**src/rtl/trng_pkg.sv**
```systemverilog
// Shared types and constants for the ring-oscillator entropy sampler.
package trng_pkg;

    typedef enum logic [1:0] {
        ST_IDLE    = 2'd0,
        ST_COLLECT = 2'd1,
        ST_FAIL    = 2'd2
    } trng_state_t;

    localparam int DEF_WIDTH      = 8;
    localparam int DEF_SAMPLE_DIV = 4;
    localparam int DEF_RCT_LIMIT  = 32;

    // Bits needed to hold a count that runs 0..w inclusive.
    function automatic int cnt_width(input int w);
        return $clog2(w + 1);
    endfunction

endpackage

```
**src/rtl/trng_vn_corrector.sv**
```systemverilog
// Von Neumann debiaser: pairs raw samples and emits the first bit of unequal pairs.
module trng_vn_corrector (
    input  logic clk,
    input  logic rst_n,
    input  logic strobe,
    input  logic sample,
    input  logic flush,
    output logic emit_valid,
    output logic emit_bit
);

    logic pair_flag;
    logic first;

    always_ff @(posedge clk or negedge rst_n) begin
        if (!rst_n) begin
            pair_flag <= 1'b0;
            first     <= 1'b0;
        end else if (flush) begin
            pair_flag <= 1'b0;
            first     <= 1'b0;
        end else if (strobe) begin
            if (!pair_flag) begin
                first     <= sample;
                pair_flag <= 1'b1;
            end else begin
                pair_flag <= 1'b0;
            end
        end
    end

    // Emission is combinational so the packer sees the bit on the strobe cycle itself.
    assign emit_valid = strobe && pair_flag && (sample != first) && !flush;
    assign emit_bit   = first;

endmodule

```
**src/rtl/trng_sampler.sv**
```systemverilog
// Samples an asynchronous oscillator bit, debiases it, health-tests it and packs it into words.
module trng_sampler
    import trng_pkg::*;
#(
    parameter int WIDTH      = DEF_WIDTH,
    parameter int SAMPLE_DIV = DEF_SAMPLE_DIV,
    parameter int RCT_LIMIT  = DEF_RCT_LIMIT
) (
    input  logic             clk,
    input  logic             rst_n,
    input  logic             en,
    input  logic             rnd_in,
    output logic [WIDTH-1:0] word_o,
    output logic             valid_o,
    input  logic             ready_i,
    output logic             fail_o,
    input  logic             clr_fail_i
);

    localparam int CW    = cnt_width(WIDTH);
    localparam int RCT_W = cnt_width(RCT_LIMIT);
    localparam int DIV_W = (SAMPLE_DIV > 1) ? $clog2(SAMPLE_DIV) : 1;

    trng_state_t      state;
    logic             sync_p0;
    logic             s_rnd;
    logic [DIV_W-1:0] div_cnt;
    logic [RCT_W-1:0] rct_cnt;
    logic [RCT_W-1:0] rct_next;
    logic             prev_rnd;
    logic [CW-1:0]    bit_cnt;
    logic [CW-1:0]    cnt_next;
    logic [WIDTH-1:0] acc;
    logic [WIDTH-1:0] acc_next;
    logic             run;
    logic             strobe;
    logic             trip;
    logic             emit_valid;
    logic             emit_bit;
    logic             accept;
    logic             load;

    // Two-flop synchronizer; only s_rnd is used downstream.
    always_ff @(posedge clk or negedge rst_n) begin
        if (!rst_n) begin
            sync_p0 <= 1'b0;
            s_rnd   <= 1'b0;
        end else begin
            sync_p0 <= rnd_in;
            s_rnd   <= sync_p0;
        end
    end

    // A clear request takes priority over everything else in the collecting path.
    assign run    = (state == ST_COLLECT) && en && !clr_fail_i;
    assign strobe = run && (div_cnt == DIV_W'(SAMPLE_DIV - 1));

    // A zero count marks the first sample after IDLE.
    assign rct_next = ((rct_cnt == '0) || (s_rnd != prev_rnd)) ? RCT_W'(1) : rct_cnt + RCT_W'(1);
    assign trip     = strobe && (rct_next == RCT_W'(RCT_LIMIT));

    trng_vn_corrector u_vn (
        .clk        (clk),
        .rst_n      (rst_n),
        .strobe     (strobe),
        .sample     (s_rnd),
        .flush      (!run || trip),
        .emit_valid (emit_valid),
        .emit_bit   (emit_bit)
    );

    // Bits enter at the MSB and shift down, so the first emitted bit ends up at bit 0.
    assign accept   = emit_valid && (bit_cnt != CW'(WIDTH));
    assign acc_next = accept ? {emit_bit, acc[WIDTH-1:1]} : acc;
    assign cnt_next = accept ? bit_cnt + CW'(1) : bit_cnt;
    assign load     = run && !trip && (cnt_next == CW'(WIDTH)) && (!valid_o || ready_i);

    always_ff @(posedge clk or negedge rst_n) begin
        if (!rst_n) begin
            state  <= ST_IDLE;
            fail_o <= 1'b0;
        end else if (clr_fail_i) begin
            state  <= ST_IDLE;
            fail_o <= 1'b0;
        end else begin
            case (state)
                ST_IDLE: begin
                    if (en) state <= ST_COLLECT;
                end
                ST_COLLECT: begin
                    if (trip) begin
                        state  <= ST_FAIL;
                        fail_o <= 1'b1;
                    end else if (!en) begin
                        state <= ST_IDLE;
                    end
                end
                ST_FAIL: begin
                    state <= ST_FAIL;
                end
                default: begin
                    state <= ST_IDLE;
                end
            endcase
        end
    end

    always_ff @(posedge clk or negedge rst_n) begin
        if (!rst_n) begin
            div_cnt  <= '0;
            rct_cnt  <= '0;
            prev_rnd <= 1'b0;
        end else if (!run) begin
            div_cnt  <= '0;
            rct_cnt  <= '0;
        end else begin
            div_cnt <= (div_cnt == DIV_W'(SAMPLE_DIV - 1)) ? '0 : div_cnt + DIV_W'(1);
            if (strobe) begin
                rct_cnt  <= rct_next;
                prev_rnd <= s_rnd;
            end
        end
    end

    always_ff @(posedge clk or negedge rst_n) begin
        if (!rst_n) begin
            bit_cnt <= '0;
            acc     <= '0;
        end else if (!run || trip || load) begin
            bit_cnt <= '0;
            acc     <= '0;
        end else begin
            bit_cnt <= cnt_next;
            acc     <= acc_next;
        end
    end

    // Output register: a new word may load in the same cycle the old one transfers.
    always_ff @(posedge clk or negedge rst_n) begin
        if (!rst_n) begin
            word_o  <= '0;
            valid_o <= 1'b0;
        end else if (load) begin
            word_o  <= acc_next;
            valid_o <= 1'b1;
        end else if (valid_o && ready_i) begin
            valid_o <= 1'b0;
        end
    end

endmodule

```
**config.mk**
```make
export PLATFORM = sky130hd
export DESIGN_NAME = trng_sampler
export DESIGN_NICKNAME = d
export VERILOG_FILES = /design/src/rtl/trng_pkg.sv /design/src/rtl/trng_vn_corrector.sv /design/src/rtl/trng_sampler.sv
export SDC_FILE = /design/constraint.sdc
export NUM_CORES = 1
export LEC_CHECK = 0
export CAP_MARGIN = 30
export CORE_UTILIZATION = 60
export CTS_BUF_LIST = sky130_fd_sc_hd__clkbuf_8
export DETAILED_ROUTE_END_ITERATION = 7
export GPL_TIMING_DRIVEN = 0
export HOLD_SLACK_MARGIN = 0.03
export PLACE_DENSITY = 0.82
export SKIP_LAST_GASP = 1
export SYNTH_ARGS = -nofsm -noshare
export SYNTH_HDL_FRONTEND = slang
export SYNTH_SLANG_ARGS = --single-unit
```
**constraint.sdc**
```tcl
create_clock -name clk -period 7.3 [get_ports clk]
set_input_delay 1.825 -clock clk [delete_from_list [all_inputs] [get_ports clk]]
set_output_delay 1.825 -clock clk [all_outputs]
set_load 0.1 [all_outputs]
```
Yosys cells after proc, flatten, opt, wreduce, memory -nomap -nowiden
Cells that the tools add are included.

Add/subtract/negate cells: 3. Equal/unequal tests: 12. Multiplexer cells: 25. Reduce and logical (&&, ||, !) cells: 31.

Operators with widths (number): $mux W6 (3); $mux W8 (2); $logic_and A1 B1 Y1 (12); $mux W2 (6); $mux W1 (11); $mux W4 (2); $ne A4 B4 Y1 const B (2); $reduce_and A2 Y1 (4); $reduce_bool A2 Y1 (4); $add A6 B1 Y6 const B (1); $eq A6 B6 Y1 const B (1); $logic_not A6 Y1 (1); $pmux W2 S3 (1); $logic_not A1 Y1 (5); $add A4 B1 Y4 const B (1); $eq A2 B2 Y1 const B (2); $eq A4 B4 Y1 const B (1); $logic_or A1 B1 Y1 (4); $ne A2 B1 Y1 const B (2); $ne A3 B3 Y1 const B (1); $add A2 B1 Y2 const B (1); $eq A2 B1 Y1 const B (1); $logic_not A2 Y1 (1); $ne A1 B1 Y1 (2).

Bits in registers: 37. Input port bits: 6. Word-level logic and storage cells: 84.

Longest topological paths before layout
Gate-level depths: netlist (run 1).

Word-level depth: 15. Gate-level depth with buffers: 9.

By module
Synthesis (run 1) repeated with hierarchy kept, for this count alone.

Cell total of the unflattened synthesis: 160. Area total of the unflattened synthesis: 1750.4 µm².

By module, submodules not included: trng_sampler (instances 1, cells an instance 149, area an instance 1641.6 µm², sequential area each 875.8 µm²); trng_vn_corrector (instances 1, cells an instance 11, area an instance 108.9 µm², sequential area each 50.0 µm²).

Least setup slack after synthesis (run 1)
Ideal clock, no wire load.

Path type: input port to flip-flop. Start point: in clr_fail_i. End point: reg word_o[0]. Library setup time: 0.125 ns. Arrival: 3.563 ns. Slack: 3.612 ns. Stages: 5. Cells stage by stage: nand4bb_1 > nor4_2 > mux2i_1 > a2111oi_4 > mux2_2.

Longest elaborated chain between the ends: 12.

Ends and longest elaborated chain: start: declaration (line trng_sampler.sv:17) `input logic clr_fail_i`; $logic_not A1 Y1 * (line trng_sampler.sv:55) `assign run = (state == ST_COLLECT) && en && !clr_fail_i;`; $logic_and A1 B1 Y1 * (line trng_sampler.sv:55); $logic_and A1 B1 Y1 (line trng_sampler.sv:56) `assign strobe = run && (div_cnt == DIV_W'(SAMPLE_DIV - 1));`; $logic_and A1 B1 Y1 (line trng_sampler.sv:60) `assign trip = strobe && (rct_next == RCT_W'(RCT_LIMIT));`; $logic_or A1 B1 Y1 (line trng_sampler.sv:67) `.flush (!run || trip),`; $logic_not A1 Y1 (line trng_vn_corrector.sv:33) `assign emit_valid = strobe && pair_flag && (sample != first) && !flush;`; $logic_and A1 B1 Y1 (line trng_vn_corrector.sv:33); $logic_and A1 B1 Y1 (line trng_sampler.sv:73) `assign accept = emit_valid && (bit_cnt != CW'(WIDTH));`; $mux W4 (line trng_sampler.sv:75) `assign cnt_next = accept ? bit_cnt + CW'(1) : bit_cnt;`; $eq A4 B4 Y1 (line trng_sampler.sv:76) `assign load = run && !trip && (cnt_next == CW'(WIDTH)) && (!valid_o || ready_i);`; $logic_and A1 B1 Y1 (2 in series) (line trng_sampler.sv:76); end signal: assignment (line trng_sampler.sv:144) `word_o <= acc_next;`; end: declaration (line trng_sampler.sv:13) `output logic [WIDTH-1:0] word_o,`.

Mark *: on every way between the ends. The rest lies on a longest branch, timed or not. A chain may end at the register's enable or synchronous reset.

Worst setup path after layout (run 1)
Start point: in clr_fail_i. End point: reg word_o[7].

Same word-level chain as after synthesis.

==> results of run 1 <==
==> cell type report <==
| class | instances | area share (%) |
|---|---|---|
| Buffer | 9 | 2.476 |
| Clock buffer | 6 | 3.552 |
| Clock inverter | 1 | 0.3229 |
| Inverter | 12 | 1.938 |
| Multi-Input combinational cell | 139 | 43.27 |
| Sequential cell | 37 | 39.83 |
| Tap cell | 44 | 2.368 |
| Timing Repair Buffer | 15 | 6.243 |
==> how the worst max path moves through the flow <==
| stage | end | slack, ps | cells past startpoint |
|---|---|---|---|
| floorplan | word_o[0] | 3610 | 5 |
| global placement | word_o[3] | 2730 | 6 |
| CTS | word_o[7] | 2990 | 6 |
| detailed placement | word_o[7] | 2700 | 6 |
| finish | word_o[7] | 2990 | 6 |
| global route | word_o[5] | 2830 | 6 |
==> synth_stat cells (2+ instances only) <==
cell | instances | share of area (%)
clkbuf_1 | 4 | 0.74
mux2_2 | 9 | 5.0
nand3_1 | 3 | 0.74
o21ai_0 | 4 | 0.98
a21oi_1 | 18 | 4.4
nor2_1 | 19 | 3.5
nand2_1 | 8 | 1.5
o211ai_1 | 9 | 3.3
and2_1 | 2 | 0.61
nor3_1 | 4 | 0.98
nor4_1 | 8 | 2.5
a22o_1 | 3 | 1.3
xnor2_1 | 8 | 3.4
xor2_1 | 2 | 0.86
dfrtp_1 | 37 | 46
buf_6 | 3 | 1.7
mux2i_1 | 3 | 1.5
ha_1 | 5 | 3.1
a21o_1 | 8 | 3.0
o21a_1 | 2 | 0.74
inv_1 | 12 | 2.2
==> flip-flops by register name, indices dropped and copies added (netlist names), 2 cells and up <==
register,flops
word_o,8
acc,8
div_cnt,2
state,2
bit_cnt,4
rct_cnt,6
==> cells by family after synthesis <==
family / share of synthesized area [%]
AO/OA/AOI/OAI: 18.88
XOR/XNOR: 4.305
flip-flops: 45.51
AND/OR/NAND/NOR: 16.73
buffers and inverters: 5.042
adder cells (fa/ha/maj): 3.075
multiplexers: 6.458
==> power by group <==
part	internal, W	leakage, nW	switching [W]
registers	0.000206	0.511	0.000000703
logic	0.00000333	0.438	0.00000659
clock network	0.0000746	0.0433	0.0000705
==> stage by stage <==
step,cells,hold WS [ps],cell area (um2),util [%],worst slack [ps]
finish,263,349.5,2325,74.32,2988
global route,263,377.5,2325,74.32,2832
floorplan,197,331.2,2034,-,3612
detailed placement,256,334.7,2235,71.44,2702
global placement,256,332.0,2240,71.60,2735
CTS,263,351.2,2325,74.32,2994
==> routing by layer <==
metal | wire length, um | vias up
li1 | - | 759
met1 | 1807 | 803
met2 | 2088 | 47
met3 | 212 | 9
met4 | 87 | 0
met5 | 0 | -
==> results.rst, run 1 <==
.. list-table::
   :header-rows: 1

   * - Metric
     - Value
   * - Area overhead of the layout relative to synthesis
     - 14.27%
   * - Maximum clock frequency
     - 231.9 MHz
   * - Root Buffer
     - clkbuf_8
   * - Worst reg-to-reg setup slack
     - roughly 4400 ps
   * - Sequential cell area
     - roughly 930 um2
   * - Area of the die
     - 3628 um2
   * - Highest ir drop seen on vdd
     - between 100 and 150 uV
   * - CTS max path bufs
     - 2
   * - First-pass GRT wire length
     - just over 7000 um
   * - Worst setup path class
     - input port to flip-flop
   * - Number of antenna violations at the first check in global routing
     - 0
   * - Post-synth ARST share
     - 100.0%
   * - Type of destination of the critical path
     - flip-flop
   * - Global routing usage on met2
     - 43.80%
   * - End of the worst register-to-register path
     - word_o[7]
   * - Number of nets with antenna violations after detailed routing
     - 0
   * - RSZ-0062 raised after global routing
     - false
   * - Clock edge transition at the registers on the reported setup and hold paths
     - approximately 70 ps
   * - Largest net degree at the start of global routing
     - 38
   * - I/O pin cnt
     - 16
   * - Synthesized net count
     - 208
   * - # H-tree levels
     - 2
   * - Clock tree from TritonCTS
     - yes
   * - MaxCap Viol Count
     - 0
   * - Max-slew violation count
     - 0
   * - Setup Total Neg Slack
     - 0 ps
   * - Core footprint
     - 3128 um2
   * - Relative max-transition margin
     - about a third
   * - Average wire per cell in the routed design
     - between 15 and 20 um
   * - Delay-heaviest family, CP
     - simple AND/OR/NAND/NOR gates
   * - Worst reg2reg startpoint
     - bit_cnt[0]
   * - Terminating pin of the worst hold path
     - s_rnd
   * - Post-Syn Area
     - roughly 2000 um2
   * - Data arrival time of the critical path
     - 4490 ps
   * - Global-route met3 utilization
     - 7.143%
   * - Number of buffers added to fix hold violations after cts
     - 0
   * - Number of different library cells in the post-synthesis netlist
     - 47
   * - Worst hold path depth
     - 0
   * - Power per Cell Area
     - ~160 nW/um2
   * - Multi-input combinational cell area
     - a little over 1000 um2
   * - Leading cell type in the layout, fill and taps excluded
     - dfrtp_1
   * - Final worst path period share
     - a little under 60%
   * - Startpoint of the most critical hold path
     - sync_p0
   * - Run status
     - completed
   * - Minimum clock period
     - around 4300 ps
   * - Post-cts gate resize count
     - 0
   * - Post-route DRC violation count
     - 0
   * - Routability congestion estimate from global placement
     - around 0.88
   * - Synthesized netlist cell count
     - roughly 200
   * - Inserted Clock Buffers
     - 5
   * - Timing startpoint of the critical path
     - clr_fail_i
   * - Skew-Pair Late Insertion Delay
     - 290 ps
   * - Gr busiest metal
     - met2
   * - Critical path startpoint category
     - input port
   * - Number of vias after detailed routing
     - about 1,600
   * - Die Ht
     - between 60 and 70 um
   * - Count of buffer and inverter cells on the critical path
     - 1
   * - Chip width
     - about 60 um
   * - Clock tree skew after final layout
     - between 4 and 5 ps
   * - Crit-path slowest cell
     - a2111oi_4
   * - Static Leakage
     - 0.9921 nW
   * - Buffers inserted by post-CTS timing repair
     - 0
   * - Endpoints failing hold
     - 0
   * - GR met1 Demand/Resource
     - between 30% and 40%
   * - Crit-path max cell delay
     - ~690 ps
   * - Proportion of synthesized chip area in sequential cells
     - between 40% and 50%
   * - Initial DRT Pass Iterations
     - 4
   * - Slew @ Worst Pin
     - between 900 and 1000 ps
   * - Peak fanout along the critical path
     - 8
   * - Port Buffer Count
     - 15
   * - Half-perimeter wire length of the detailed placement result
     - approximately 2900 um
   * - Starting DRC count in detailed routing
     - 71
   * - Syn avg cell area
     - just over 10 um2
   * - TritonCTS Sinks
     - 37
   * - DRT Wirelength
     - 4195 um
   * - Routed via count divided by cell count
     - about 6
   * - Global route total overflow
     - 0
   * - Number of global-route vias before repair
     - 1,619
   * - Most used DFF post-synth
     - dfrtp_1
   * - Global-route total usage across every layer
     - a little over a quarter
   * - Final setup violating endpoints
     - 0
   * - Critical-path cell list
     - clkdlybuf4s50_1, nand4bb_1, nor4_2, mux2i_1, a2111oi_4, mux2_2
   * - Fill cell instance count of the final layout
     - ~210
   * - Count of synthesis-stage warnings from yosys
     - 0
   * - Length in cells of the worst reg-to-reg path
     - 7
   * - Proportion of layout cells with a drive suffix above 1
     - 12.79%
   * - Worst path required time
     - between 7000 and 8000 ps
   * - Number of nets in the finished design
     - 230
   * - Highest-count cells in the layout ignoring fill and taps
     - dfrtp_1 (37), nor2_1 (19), a21oi_1 (18)
   * - EDFF count, synth
     - 0
   * - Register bit count reported by yosys
     - 37
   * - Min-delay worst type
     - flip-flop to flip-flop
   * - Total Power Consumption
     - between 0.0003 and 0.0004 W
   * - Initial cell density of the core
     - 65.04%
   * - Number of placement rows
     - 20
   * - Diodes inserted
     - 0
Power figures use the tool's default switching activity.
==> run 2: changes to the inputs <==
Settings changed: CORE_UTILIZATION 60 to 54, PLACE_DENSITY 0.82 to 0.78.
Clock period 7.3 ns to 3.6 ns, I/O delays scaled along.
==> run 2 against run 1 <==
  * Clock-buffer cell count down 1
  * Critical path depth unchanged
  * Worst setup slack worse by 2800 ps
  * Largest cell class unchanged
==> results.rst, run 2 (same netlist as run 1, synthesis figures left out) <==
.. list-table::
   :header-rows: 1

   * - Metric
     - Value
   * - Die Ht
     - 63.38 um
   * - Area of the die
     - 4017 um2
   * - Placed instance area
     - between 2000 and 2500 um2
   * - Clock edge transition at the registers on the reported setup and hold paths
     - 70 ps
   * - Timing startpoint of the critical path
     - clr_fail_i
   * - Proportion of layout cells with a drive suffix above 1
     - between 10% and 20%
   * - Final setup violating endpoints
     - 0
   * - Diodes inserted
     - 0
   * - Routed via count divided by cell count
     - roughly 6.0
   * - Slew @ Worst Pin
     - 970.4 ps
   * - Leading cell type in the layout, fill and taps excluded
     - dfrtp_1
   * - Highest-count cells in the layout ignoring fill and taps
     - dfrtp_1 (37), nor2_1 (19), a21oi_1 (18)
   * - Number of vias after detailed routing
     - between 1,500 and 2,000
   * - Total Power Consumption
     - 0.0007820 W
   * - Area overhead of the layout relative to synthesis
     - 15.07%
   * - Worst reg2reg startpoint
     - bit_cnt[0]
   * - # H-tree levels
     - 2
   * - Clock tree skew after final layout
     - 10.87 ps
   * - First-pass GRT wire length
     - 6962 um
   * - Relative max-transition margin
     - 35.10%
   * - Number of nets in the finished design
     - 230
   * - Initial cell density of the core
     - about three fifths
   * - Data arrival time of the critical path
     - ~3600 ps
   * - Max-slew violation count
     - 0
   * - RSZ-0062 raised after global routing
     - false
   * - Initial DRT Pass Iterations
     - 4
   * - Type of destination of the critical path
     - flip-flop
   * - Setup Total Neg Slack
     - 0 ps
   * - Clock tree from TritonCTS
     - yes
   * - Port Buffer Count
     - 15
   * - Number of nets with antenna violations after detailed routing
     - 0
   * - Worst setup path class
     - input port to flip-flop
   * - Global route total overflow
     - 0
   * - DRT Wirelength
     - approximately 4200 um
   * - Average wire per cell in the routed design
     - approximately 16 um
   * - Number of antenna violations at the first check in global routing
     - 0
   * - Worst path required time
     - between 3000 and 4000 ps
   * - Startpoint of the most critical hold path
     - sync_p0
   * - I/O pin cnt
     - 16
   * - Skew-Pair Late Insertion Delay
     - slightly below 300 ps
   * - Min-delay worst type
     - flip-flop to flip-flop
   * - Half-perimeter wire length of the detailed placement result
     - ~2900 um
   * - Registers with the most flip-flops
     - acc: 8 flops, word_o: 8 flops, rct_cnt: 6 flops
   * - Inserted Clock Buffers
     - 5
   * - Core footprint
     - 3468 um2
   * - Starting DRC count in detailed routing
     - 80
   * - Post-route DRC violation count
     - 0
   * - Critical path startpoint category
     - input port
   * - Static Leakage
     - approximately 1 nW
   * - Routability congestion estimate from global placement
     - slightly above 0.8
   * - Root Buffer
     - clkbuf_8
   * - Post-cts gate resize count
     - 0
   * - Minimum clock period
     - 3392 ps
   * - MaxCap Viol Count
     - 0
   * - Number of buffers added to fix hold violations after cts
     - 0
   * - Maximum clock frequency
     - 294.8 MHz
   * - Final worst path period share
     - between 90% and 100%
   * - Peak fanout along the critical path
     - 8
   * - CTS max path bufs
     - 2
   * - Number of placement rows
     - 21
   * - TritonCTS Sinks
     - 37
   * - Buffers inserted by post-CTS timing repair
     - 0
   * - Number of global-route vias before repair
     - between 1,500 and 2,000
   * - Largest net degree at the start of global routing
     - 38
   * - Area of all placed cells without fillers
     - roughly 2300 um2
   * - Power per Cell Area
     - 334.1 nW/um2
   * - Run status
     - completed
   * - Global-route total usage across every layer
     - between 20% and 30%
   * - Highest ir drop seen on vdd
     - 310.0 uV
   * - Chip width
     - about 63 um
   * - Endpoints failing hold
     - 0
[run 2: through the flow]
step | cells | hold slack, ps | worst slack [ps] | util, %
floorplan | 197 | 331.2 | 836.9 | -
global placement | 258 | 335.3 | -25.50 | 64.65
detailed placement | 258 | 341.0 | -73.88 | 64.50
CTS | 265 | 359.8 | 221.4 | 67.50
global route | 265 | 362.7 | 50.16 | 67.50
finish | 265 | 356.4 | 207.8 | 67.50
[run 2: final cells by class]
type                    count  area, um2
plain buffers               9      57.56
clock buffers               5      68.82
clock inverters             2      35.03
fillers                   281       1127
inverters                  12      45.04
multi-input cells         139       1006
flip-flops and latches     37      925.9
well taps                  46      57.56
repair buffers             15      145.1
[run 2: metal layers]
metal	routed length [um]	part of all wire (%)	GRT usage, %
met3	186	4.5	5.072
met2	2048	49	37.50
met5	0	0	0
met4	59	1.4	7.102
met1	1871	45	28.61
[run 2: path summary, 6_finish.rpt]
kind	to	slack, ps	depth (start not counted)
max	word_o[6]	210	6
min	s_rnd	360	0
max reg2reg	word_o[6]	680	7
min reg2reg	s_rnd	360	0
max in group asynchronous	valid_o	2370	1
min in group asynchronous	state[1]	700	1
[run 2: where the power goes]
group	total [W]	switching, W	internal [W]
clock	0.000343	0.000142	0.000201
combinational	0.0000202	0.0000134	0.00000673
sequential	0.000419	0.00000151	0.000418
total	0.000782	0.000157	0.000625
[run 2: worst max-delay path, stage by stage]
cell and delay, ps:
clkdlybuf4s50_1 480, nand4bb_1 420, nor4_2 440, mux2i_1 220, a2111oi_4 680, mux2_2 420
==> run 3: changes to the inputs <==
Settings changed: ABC_AREA set to 0.
==> results of run 3 <==
No change in the layout: final DEF, timing and power equal those of run 2.
==> RTL edit: new RTL, config.mk and constraints of run 3 <==
Set the package constant `DEF_SAMPLE_DIV` to 8 (it was 4).
--- a/src/rtl/trng_pkg.sv
+++ b/src/rtl/trng_pkg.sv
@@ -9,5 +9,5 @@
 
     localparam int DEF_WIDTH      = 8;
-    localparam int DEF_SAMPLE_DIV = 4;
+    localparam int DEF_SAMPLE_DIV = 8;
     localparam int DEF_RCT_LIMIT  = 32;
 
Check against the original RTL: same outputs for any inputs over 10 cycles, from zero or initial values and one cycle with rst_n low; that may be too few to reach the edited logic, so the function may still have changed.
==> RTL edit against run 3 <==
Design area shrank 4.5%; setup slack gained 0.37 ns; critical path depth grew 2; power grew 2.4%; register-to-register slack gained 0.25 ns; routed wire length shrank 12%; synthesized area shrank 5.3%; sequential cell count grew 1; global-route usage grew 0.76 points; utilization shrank 1.5 points.
==> RTL edit: results (changes against run 3) <==
Drt
  • Detail Route met3 WL: 138 um (-26%)
  • First DRT Iteration DRCs: 30 (-63%)
  • Vias per cell: 5.63 (-6.5%)
  • WL per Instance: 14.7 um (-6.4%)

Logic synthesis
  • Post-Synth XOR/XNOR Area: 0.0494 (+0.00630)
  • Synth Area in Compound Gates: 0.106 (-0.0830)
  • Syn nets: 191 (-8.2%)
  • Synth unique cells: 43 (-8.5%)
  • Post-synthesis mux area share: 0.0994 (+0.0348)

Worst setup path
  • R2R cell count: 9 (+2)
  • R2R Setup Slk: 0.93 ns (+0.25 ns)
  • Slowest CP cell: or4b_1
  • Worst r2r dst: word_o[1]

Placed design
  • Area of placed instances: 0.00213 mm^2 (-4.8%)
  • Dpl hpwl: 2660 um (-7.4%)
  • Gpl congestion: 0.912 (+12%)

STA
  • Slew HR: 0.345 (-0.00585)
  • Clock Skews: 0.00203 ns (-0.00885 ns)

Global route
  • Met1 Resource Use GR: 0.284 (-0.00189)
  • Tot GR Track Use: 0.232 (+0.00762)
  • First-pass GRT wire length: 6160 um (-12%)
  • Met3 GRT Util: 0.0725 (+0.0217)

Layout
  • Layout cell share with drive strength beyond 1: 0.104 (-0.0239)

Status
  • Run status: completed

Power and ir drop
  • Leakage: 0.00104 uW (+3.4%)
  • Maximum VDD drop: 0.261 mV (-16%)
==> RTL edit: cell count changes in the layout (fill, tap and decap cells not counted), moves of 5 or more <==
cell | before | now
a211oi_1 | 0 | 8
a21o_1 | 8 | 1
a21oi_1 | 18 | 6
mux2_2 | 9 | 1
mux2i_1 | 3 | 18
nor2_1 | 19 | 14
o211ai_1 | 9 | 1
==> RTL edit: stage by stage <==
step	utilization	setup slack (ns)	total power, uW	hold WS (ns)
after floorplan	-	0.936	444	0.331
after global routing	0.660	0.465	831	0.379
after CTS	0.660	0.561	808	0.360
final	0.660	0.575	801	0.365
after global placement	0.630	0.331	459	0.332
after detailed placement	0.628	0.245	460	0.344
==> RTL edit: worst register-to-register path, delay by kind of cell (launching register included) <==
kind / cells / cell delay, ns
AOI/OAI and AO/OA: 1 / 0.14
adders and majority gates: 2 / 0.45
buffers and inverters: 1 / 0.17
DFF: 1 / 0.39
muxes: 1 / 0.12
and+or+nand+nor: 4 / 1.28
==> RTL edit: worst max-delay path by stage <==
stage / startpoint / end / slack, ns / cells past startpoint
after floorplan: clr_fail_i / word_o[0] / 0.94 / 7
after global placement: clr_fail_i / word_o[6] / 0.33 / 8
after detailed placement: clr_fail_i / word_o[1] / 0.24 / 8
after CTS: clr_fail_i / word_o[1] / 0.56 / 8
after global routing: clr_fail_i / acc[6] / 0.46 / 7
final: clr_fail_i / word_o[1] / 0.58 / 8
==> RTL edit: cell type report <==
class	instances	area, um^2
buffer	5	30.0
clock buffer	5	68.8
clock inverter	3	37.5
fill	268	1150
inverter	13	48.8
multi-input combinational	123	897
sequential	38	951
tap	46	57.6
timing repair buffer	15	145
==> RTL edit: report_power, final <==
part           leakage [uW]  internal [uW]  switching (uW)
combinational      0.000493           6.60            13.6
clock             0.0000607            202             149
sequential         0.000483            429            1.76
total               0.00104            637             164
